$ cat config.mk
export PLATFORM = sky130hd
export DESIGN_NAME = pipelined_addsub
export DESIGN_NICKNAME = d
export VERILOG_FILES = /design/src/rtl/pipelined_addsub.sv
export SDC_FILE = /design/constraint.sdc
export NUM_CORES = 1
export LEC_CHECK = 0
export ABC_CLOCK_PERIOD_IN_PS = 5610
export CORE_ASPECT_RATIO = 0.5
export CORE_MARGIN = 2
export CORE_UTILIZATION = 58
export DETAILED_ROUTE_END_ITERATION = 10
export PLACE_DENSITY = 0.84
export SETUP_SLACK_MARGIN = 0.2
export SYNTH_ARGS = -nofsm -noshare
export SYNTH_HDL_FRONTEND = slang
export SYNTH_SLANG_ARGS = --single-unit
export TNS_END_PERCENT = 5
$ cat constraint.sdc
create_clock -name clk -period 5.61 [get_ports clk]
set_clock_uncertainty 0.1 [all_clocks]
set_input_delay 0.561 -clock clk [delete_from_list [all_inputs] [get_ports clk]]
set_output_delay 0.561 -clock clk [all_outputs]
set_load 0.01 [all_outputs]
$ cat src/rtl/pipelined_addsub.sv
// pipelined_addsub: WIDTH-bit two's-complement adder/subtractor split into STAGES
// equal chunks, one chunk resolved per stage with the carry registered in between.
// Valid/ready handshake with a global stall (the whole pipe freezes when the output
// beat is not taken).
// Optional feature: define PIPELINED_ADDSUB_SAT_EN for signed saturation of sum in
// the final stage (cout/ovf keep reporting the raw result).
module pipelined_addsub #(
    parameter int unsigned WIDTH  = 16,
    parameter int unsigned STAGES = 4
) (
    input  logic             clk,
    input  logic             rst,
    input  logic             in_valid,
    output logic             in_ready,
    input  logic [WIDTH-1:0] a,
    input  logic [WIDTH-1:0] b,
    input  logic             cin,
    input  logic             sub,
    output logic             out_valid,
    input  logic             out_ready,
    output logic [WIDTH-1:0] sum,
    output logic             cout,
    output logic             ovf
);

    localparam int unsigned CW = WIDTH / STAGES;

    // Per-stage state: valid, carry out of the chunk, partial result (lower chunks
    // resolved so far) and the operands whose upper chunks are still to be added.
    logic [STAGES-1:0] valid_q, valid_d;
    logic [STAGES-1:0] carry_q, carry_d;
    logic [WIDTH-1:0]  res_q [STAGES];
    logic [WIDTH-1:0]  res_d [STAGES];
    logic [WIDTH-1:0]  opa_q [STAGES];
    logic [WIDTH-1:0]  opa_d [STAGES];
    logic [WIDTH-1:0]  opb_q [STAGES];
    logic [WIDTH-1:0]  opb_d [STAGES];
    logic              ovf_q, ovf_d;

    // Inputs seen by each stage: stage 0 takes the prepared operands, the others
    // take the registers of the stage before them.
    logic [WIDTH-1:0]  src_a [STAGES];
    logic [WIDTH-1:0]  src_b [STAGES];
    logic [WIDTH-1:0]  src_r [STAGES];
    logic [STAGES-1:0] src_c;
    logic [STAGES-1:0] src_v;

    logic advance;

    // Global stall: everything moves only when the output slot is free or being taken.
    always_comb begin
        advance   = !valid_q[STAGES-1] || out_ready;
        in_ready  = advance;
        out_valid = valid_q[STAGES-1];
        sum       = res_q[STAGES-1];
        cout      = carry_q[STAGES-1];
        ovf       = ovf_q;
    end

    // Stage input selection; subtraction is a + ~b + ~borrow.
    always_comb begin
        src_a[0] = a;
        src_b[0] = b ^ {WIDTH{sub}};
        src_r[0] = '0;
        src_c[0] = cin ^ sub;
        src_v[0] = in_valid;
        for (int s = 1; s < STAGES; s++) begin
            src_a[s] = opa_q[s-1];
            src_b[s] = opb_q[s-1];
            src_r[s] = res_q[s-1];
            src_c[s] = carry_q[s-1];
            src_v[s] = valid_q[s-1];
        end
    end

    // Next state: each stage adds its own chunk; the last stage also derives overflow.
    always_comb begin
        logic [CW:0]      part;
        logic [WIDTH-1:0] r;
        logic             c_msb;
        part    = '0;
        r       = '0;
        c_msb   = 1'b0;
        valid_d = valid_q;
        carry_d = carry_q;
        ovf_d   = ovf_q;
        for (int s = 0; s < STAGES; s++) begin
            res_d[s] = res_q[s];
            opa_d[s] = opa_q[s];
            opb_d[s] = opb_q[s];
        end
        if (advance) begin
            for (int s = 0; s < STAGES; s++) begin
                part = {1'b0, src_a[s][s*CW +: CW]} + {1'b0, src_b[s][s*CW +: CW]}
                     + {{CW{1'b0}}, src_c[s]};
                r    = src_r[s];
                r[s*CW +: CW] = part[CW-1:0];
                if (s == STAGES - 1) begin
                    // Carry into the MSB recovered from the MSB sum bit.
                    c_msb = src_a[s][WIDTH-1] ^ src_b[s][WIDTH-1] ^ r[WIDTH-1];
                    ovf_d = c_msb ^ part[CW];
`ifdef PIPELINED_ADDSUB_SAT_EN
                    if (c_msb ^ part[CW]) begin
                        r = src_a[s][WIDTH-1] ? {1'b1, {(WIDTH-1){1'b0}}}
                                              : {1'b0, {(WIDTH-1){1'b1}}};
                    end
`endif
                end
                res_d[s]   = r;
                carry_d[s] = part[CW];
                valid_d[s] = src_v[s];
                opa_d[s]   = src_a[s];
                opb_d[s]   = src_b[s];
            end
        end
    end

    // Stage registers with synchronous reset; reset discards all in-flight beats.
    always_ff @(posedge clk) begin
        if (rst) begin
            valid_q <= '0;
            carry_q <= '0;
            ovf_q   <= 1'b0;
            for (int s = 0; s < STAGES; s++) begin
                res_q[s] <= '0;
                opa_q[s] <= '0;
                opb_q[s] <= '0;
            end
        end else begin
            valid_q <= valid_d;
            carry_q <= carry_d;
            ovf_q   <= ovf_d;
            for (int s = 0; s < STAGES; s++) begin
                res_q[s] <= res_d[s];
                opa_q[s] <= opa_d[s];
                opb_q[s] <= opb_d[s];
            end
        end
    end

endmodule

==> impl_results.md, run 1 <==
* Status: completed
* Synthesized cell area at ~4000 sq um
* Leak at ~0.0019 uW
* Worst Path Required at between 5 and 6 ns
* CP max stage delay at between 0.4 and 0.5 ns
* Post_cts resized at 0
* Clock H-tree levels at 3
* Top cells by count, synth: 141 x nand2_1, 97 x dfxtp_1, 76 x a21oi_1
* N_diodes at 0
* CP Cell Sequence: clkdlybuf4s50_1, buf_4, xor2_1, fa_1, fa_1, a21o_1, a211oi_1, nor3_1
* Critical path class: in -> reg
* Fraction of the yosys area taken by sequential cells at 48.5%
* Synth area leaders: dfxtp_1 49%, nand2_1 13%, a21oi_1 9.5%, fa_1 4.0%, a211oi_1 3.8%
* Clock buffer depth at 2
* Most used flip-flop cell after synthesis: dfxtp_1
* Clk_lat worst skew at 0.33 ns
* Crit path top cell by count: fa_1
* Die area at 7620 sq um
* Clock Root Buffer: clkbuf_16
* Fmax at roughly 370 MHz
* # clock sinks at 97
* Initial core utilization at around three fifths
* TritonCTS Buffers at 9
* Setup TNS at 0 ns
* Wire per inst at around 12 um
* Post-Syn Instances at roughly 470
* RSZ-0062 raised after global routing: false
* Final cell count without fillers at about 600
* VDD IR-drop max at roughly 0.16 mV
* Drt total wl at ~7300 um
* Die height at 62.7 um
* Slew Limit Fails at 0
* DRT iter0 DRCs at 181
* Final Cycle Share at slightly below 50%
* Tmin final at around 2.7 ns
* Top-level I/O count at just under 60
* Post-synth EDFFs at 0
* Post-CTS Setup Bufs at 0
* Fin nets at between 500 and 600
* Max_slew headroom at between 20% and 30%
* Initial antenna violation count at 0
* Remaining global-route overflow at 0
* PortBufs at 57
* Critical path's slowest cell: clkdlybuf4s50_1
* GPL Wtd Cong at 0.736
* Worst slew pin tran at ~1.1 ns
* CTS tree: built
* Hpwl dp at 4460 um
* HP Class: reg -> reg
* Syn. warnings at 0
* CORE AREA at roughly 6700 sq um
* Cell Pwr Density at ~310 nW/um^2
* Num rows at 21
* Die width at ~120 um
* Async SR Flop Fraction at 0%
* Critical Path AT at about 2.8 ns
* Layout cells sized above 1 at ~4.1%
* Finish-stage setup viols at 0
* DR DRC count at 0
* Dpl cells at around 600
* Number of global-route vias before repair at between 2,000 and 3,000
* GRT Overall Usage at between 20% and 30%
* Vias at between 3,000 and 4,000
* Final ANT Viol Nets at 0
* Flops & latches, synth at just under 100
* Syn Nets at between 500 and 600
* Worst setup EP type: register
* First-pass DRT Iterations at 4
* Total chip power at approximately 1500 uW
* Count leader, synth: nand2_1
* CP Launch Type: input port
* Maxcap violations at 0
* Vias per cell at about 5.2
* Mean Syn Cell Area at between 8 and 9 sq um
* Pin count of the biggest net entering global routing at 113
* Hold Vio Cnt, Final at 0
* Layout area overhead at 20.8%
* CP max FO at 17
* Yosys cell types at 26
* Tightest hold margin at between 0.3 and 0.4 ns
* Worst-path clk slew at 0.06 ns
* Area leader, netlist: dfxtp_1
* First-pass GRT wire length at 12,500 um
* Hold buffers post-CTS at 0
* Yosys top cell area share at between 40% and 50%
cell families after synthesis:
family / synth area share, %
adders and majority gates: 7.75
AOI/OAI and AO/OA: 15.3
and+or+nand+nor: 18.7
buffers and inverters: 4.94
DFF: 48.5
xor gates and xnor gates: 4.81
where the power goes:
group / switching [uW] / internal [uW] / leakage [uW]
Combinational: 72.3 / 82.6 / 0.000974
Sequential: 26.0 / 735 / 0.000797
Clock: 238 / 367 / 0.000142
through the flow:
step                setup slack [ns]  instance area (sq um)  utilization (%)
global route                    2.80                   4830             72.4
CTS                             2.91                   4830             72.4
global placement                2.59                   4540             68.0
finish                          2.92                   4830             72.4
floorplan                       3.10                   4000                -
detailed placement              2.55                   4540             68.0
cell type report:
cell class / instances / area, sq um
Sequential cell: 97 / 1940
Multi-Input combinational cell: 332 / 1860
Fill cell: 508 / 1840
Timing Repair Buffer: 61 / 596
Clock buffer: 13 / 260
Tap cell: 92 / 115
Clock inverter: 2 / 37.5
Inverter: 5 / 20.0
worst paths after layout:
check / startpoint / endpoint / slack [ns] / depth (start not counted)
setup reg to reg: carry_q[2] / ovf / 3.44 / 6
setup / recovery: sub / carry_q[0] / 2.92 / 8
hold / removal: res_q[3][10] / res_q[3][10] / 0.35 / 2
hold reg to reg: res_q[3][10] / res_q[3][10] / 0.35 / 2
routing by layer:
| metal | wire (um) | GRT usage (%) | part of all wire, % | vias to the layer above |
|---|---|---|---|---|
| met2 | 3540 | 34.7 | 48 | 59 |
| met5 | 0 | 0 | 0 | - |
| li1 | - | - | - | 1618 |
| met1 | 3390 | 25.5 | 46 | 1438 |
| met3 | 327 | 6.66 | 4.5 | 9 |
| met4 | 74 | 6.75 | 1.0 | 0 |
cell usage in the layout, fill, tap and decap left out, drive strengths merged, types with 3 or more instances in the layout:
cell type / n
a21o: 7
a21oi: 76
buf: 5
a211oi: 21
xor2: 6
dfxtp: 97
fa: 8
nor2: 25
nand3b: 4
ha: 12
nand4b: 3
xnor2: 16
or4: 3
nand3: 3
clkbuf: 13
inv: 4
clkdlybuf4s50: 56
nand2: 141
sequential cells by signal, indices dropped and copies added, names as in the netlist:
signal / count
carry_q: 4
opa_q: 24
opb_q: 24
ovf: 1
res_q: 40
valid_q: 4
critical path, delay by kind of cell:
kind            cells  cell delay, ns
fa+ha+maj           2            0.87
buf+inv             2            0.73
simple gates        1            0.08
compound gates      2            0.39
xor+xnor            1            0.14
Power figures use the tool's default switching activity.
==> inputs of run 2 (changes only) <==
--- a/config.mk
+++ b/config.mk
@@ -5,12 +5,12 @@
 export SDC_FILE = /design/constraint.sdc
 export NUM_CORES = 1
 export LEC_CHECK = 0
-export ABC_CLOCK_PERIOD_IN_PS = 5610
+export ABC_CLOCK_PERIOD_IN_PS = 2500
 export CORE_ASPECT_RATIO = 0.5
 export CORE_MARGIN = 2
-export CORE_UTILIZATION = 58
+export CORE_UTILIZATION = 54
 export DETAILED_ROUTE_END_ITERATION = 10
-export PLACE_DENSITY = 0.84
+export PLACE_DENSITY = 0.79
 export SETUP_SLACK_MARGIN = 0.2
 export SYNTH_ARGS = -nofsm -noshare
 export SYNTH_HDL_FRONTEND = slang
==> constraint.sdc (replaced) <==
create_clock -name clk -period 2.5 [get_ports clk]
set_clock_uncertainty 0.1 [all_clocks]
set_input_delay 0.25 -clock clk [delete_from_list [all_inputs] [get_ports clk]]
set_output_delay 0.25 -clock clk [all_outputs]
set_load 0.01 [all_outputs]
==> impl_results.md, run 2 (synthesis results as in run 1) <==
* Status: completed
* Seq pwr share at between 40% and 50%
* NetSw at 791 uW
* Layout cells sized above 1 at under 10%
* Fin nets at 571
* Metal3 WL at around 400 um
* CORE AREA at 7270 sq um
* Drt total wl at a little under 8000 um
* Initial antenna violation count at 0
* CP max stage delay at 0.46 ns
* Number of global-route vias before repair at a little under 3,000
* Worst Path Required at between 2 and 3 ns
* First-pass GRT wire length at approximately 13,000 um
* CTS tree: built
* Combinational share of power at roughly a tenth
* Hold Vio Cnt, Final at 0
* Slew Limit Fails at 0
* Critical path's slowest cell: fa_1
* Delay-heaviest family, CP: adder cells
* TritonCTS Buffers at 9
* HP Class: reg -> reg
* Final Cycle Share at 85.7%
* Clock share of power at between 30 and 40%
* CP max FO at 2
* CP Cell Sequence: fa_1, fa_1, a21o_1, a21oi_1, xnor2_1, a211oi_2
* Worst setup EP type: register
* Top-level I/O count at 58
* Area after DPL at 4610 sq um
* Top flop regs: res_q (40), opa_q (24), opb_q (24)
* Remaining global-route overflow at 0
* Total chip power at 3430 uW
* Setup TNS at 0 ns
* Final ANT Viol Nets at 0
* Met1 wire length at between 3000 and 4000 um
* Hpwl dp at 4830 um
* Hold depth at 2
* Cell Pwr Density at approximately 700 nW/um^2
* Commonest non-fill, non-tap cell in the layout: nand2_1
* DRT iter0 DRCs at 287
* Clock buffer depth at 2
* # clock sinks at 97
* P_int at roughly 2600 uW
* Largest register FFs at 40
* Max_slew headroom at 27.0%
* Hold buffers post-CTS at 0
* Final cell count without fillers at 614
* Wire per inst at about 13 um
* Finish-stage setup viols at 0
* N_diodes at 0
* Commonest non-fill, non-tap cells in the layout: 141 x nand2_1, 97 x dfxtp_1, 76 x a21oi_1, 55 x clkdlybuf4s50_1, 25 x nor2_1
* Critical path class: reg -> reg
* Max layer used: met4
* Fmax at 467 MHz
* Dpl cells at ~600
* Die width at about 130 um
* Maxcap violations at 0
* WL met2 at between 3000 and 4000 um
* RSZ-0062 raised after global routing: false
* Pin count of the biggest net entering global routing at 85
* GRT Overall Usage at between 20 and 25%
* Critical Path AT at ~2.3 ns
* Vias at roughly 3,200
* Post-CTS Setup Bufs at 0
* Worst slew pin tran at between 1 and 1.5 ns
* CP Launch Type: register
* VDD IR-drop max at roughly 0.38 mV
* Die area at about 8200 sq um
* First-pass DRT Iterations at 4
* # fillers at around 600
* Die height at approximately 65 um
* GPL Wtd Cong at 0.750
* WP buf/inv at 0
* CP Depth at 6
* Switch share at 23.1%
* PortBufs at between 50 and 60
* DR DRC count at 0
* Crit path top cell by count: fa_1
* Reg2Reg Depth at 6
* Worst-path clk slew at about 0.06 ns
* Initial core utilization at a little under three fifths
* Vias per cell at 5.13
* Tmin final at around 2.1 ns
* Clk_lat worst skew at roughly 0.35 ns
* Layout area overhead at 22.5%
* Leak at around 0.002 uW
* Most flops, register: res_q
* Clock H-tree levels at 3
* Num rows at 22
* Clock Root Buffer: clkbuf_16
* Design Area, Final at 4900 sq um
run 2: changes by cell type in the layout (fill, tap and decap cells not counted), sizes merged:
cell | before | now
clkinv | 1 | 3
clkinvlp | 1 | 2
clkbuf | 13 | 11
dlygate4sd2 | 0 | 1
buf | 5 | 12
clkdlybuf4s50 | 56 | 55
run 2: worst paths after layout:
| path | from | endpoint | slack, ns |
|---|---|---|---|
| worst min register to register | res_q[3][3] | res_q[3][3] | 0.35 |
| worst min-delay path | res_q[3][3] | res_q[3][3] | 0.35 |
| worst max-delay path | carry_q[2] | ovf | 0.36 |
| worst max register to register | carry_q[2] | ovf | 0.36 |
run 2: per-stage QoR:
step | utilization [%] | hold slack (ns) | setup slack (ns)
2_1_floorplan | - | 0.290 | 0.305
4_1_cts | 67.5 | 0.348 | 0.351
5_1_grt | 67.5 | 0.363 | 0.226
3_3_place_gp | 63.4 | 0.339 | -0.0888
6_report | 67.5 | 0.346 | 0.357
3_5_place_dp | 63.4 | 0.343 | -0.179
run 2: cell type report:
type | count | area (sq um) | share of cell area (%)
Sequential cell | 97 | 1940 | 39.6
Tap cell | 96 | 120 | 2.45
Inverter | 5 | 20.0 | 0.408
Clock inverter | 5 | 55.1 | 1.12
Timing Repair Buffer | 68 | 659 | 13.5
Clock buffer | 11 | 243 | 4.95
Multi-Input combinational cell | 332 | 1860 | 38.0
run 2: worst min-delay path, cell delays in order (launching register included):
cell,delay (ns)
dfxtp_1,0.31
nand2_1,0.05
a21oi_1,0.05
run 2: repair_timing:
action	4_1_cts	5_1_grt
setup endpoints to repair	1	0
gates resized for setup	1	0
hold endpoints to repair	0	0
run 2: power by group through the flow:
stage          clock network, uW  registers [uW]  logic, uW
2_1_floorplan                  0            1730        221
3_3_place_gp                   0            1740        348
3_5_place_dp                   0            1740        356
4_1_cts                     1390            1700        362
5_1_grt                     1460            1720        406
6_report                    1370            1710        358
run 2: metal layers:
metal,track usage [%],up-vias
li1,-,1638
met1,26.1,1455
met2,32.4,46
met3,6.44,11
met4,7.97,0
met5,0,-
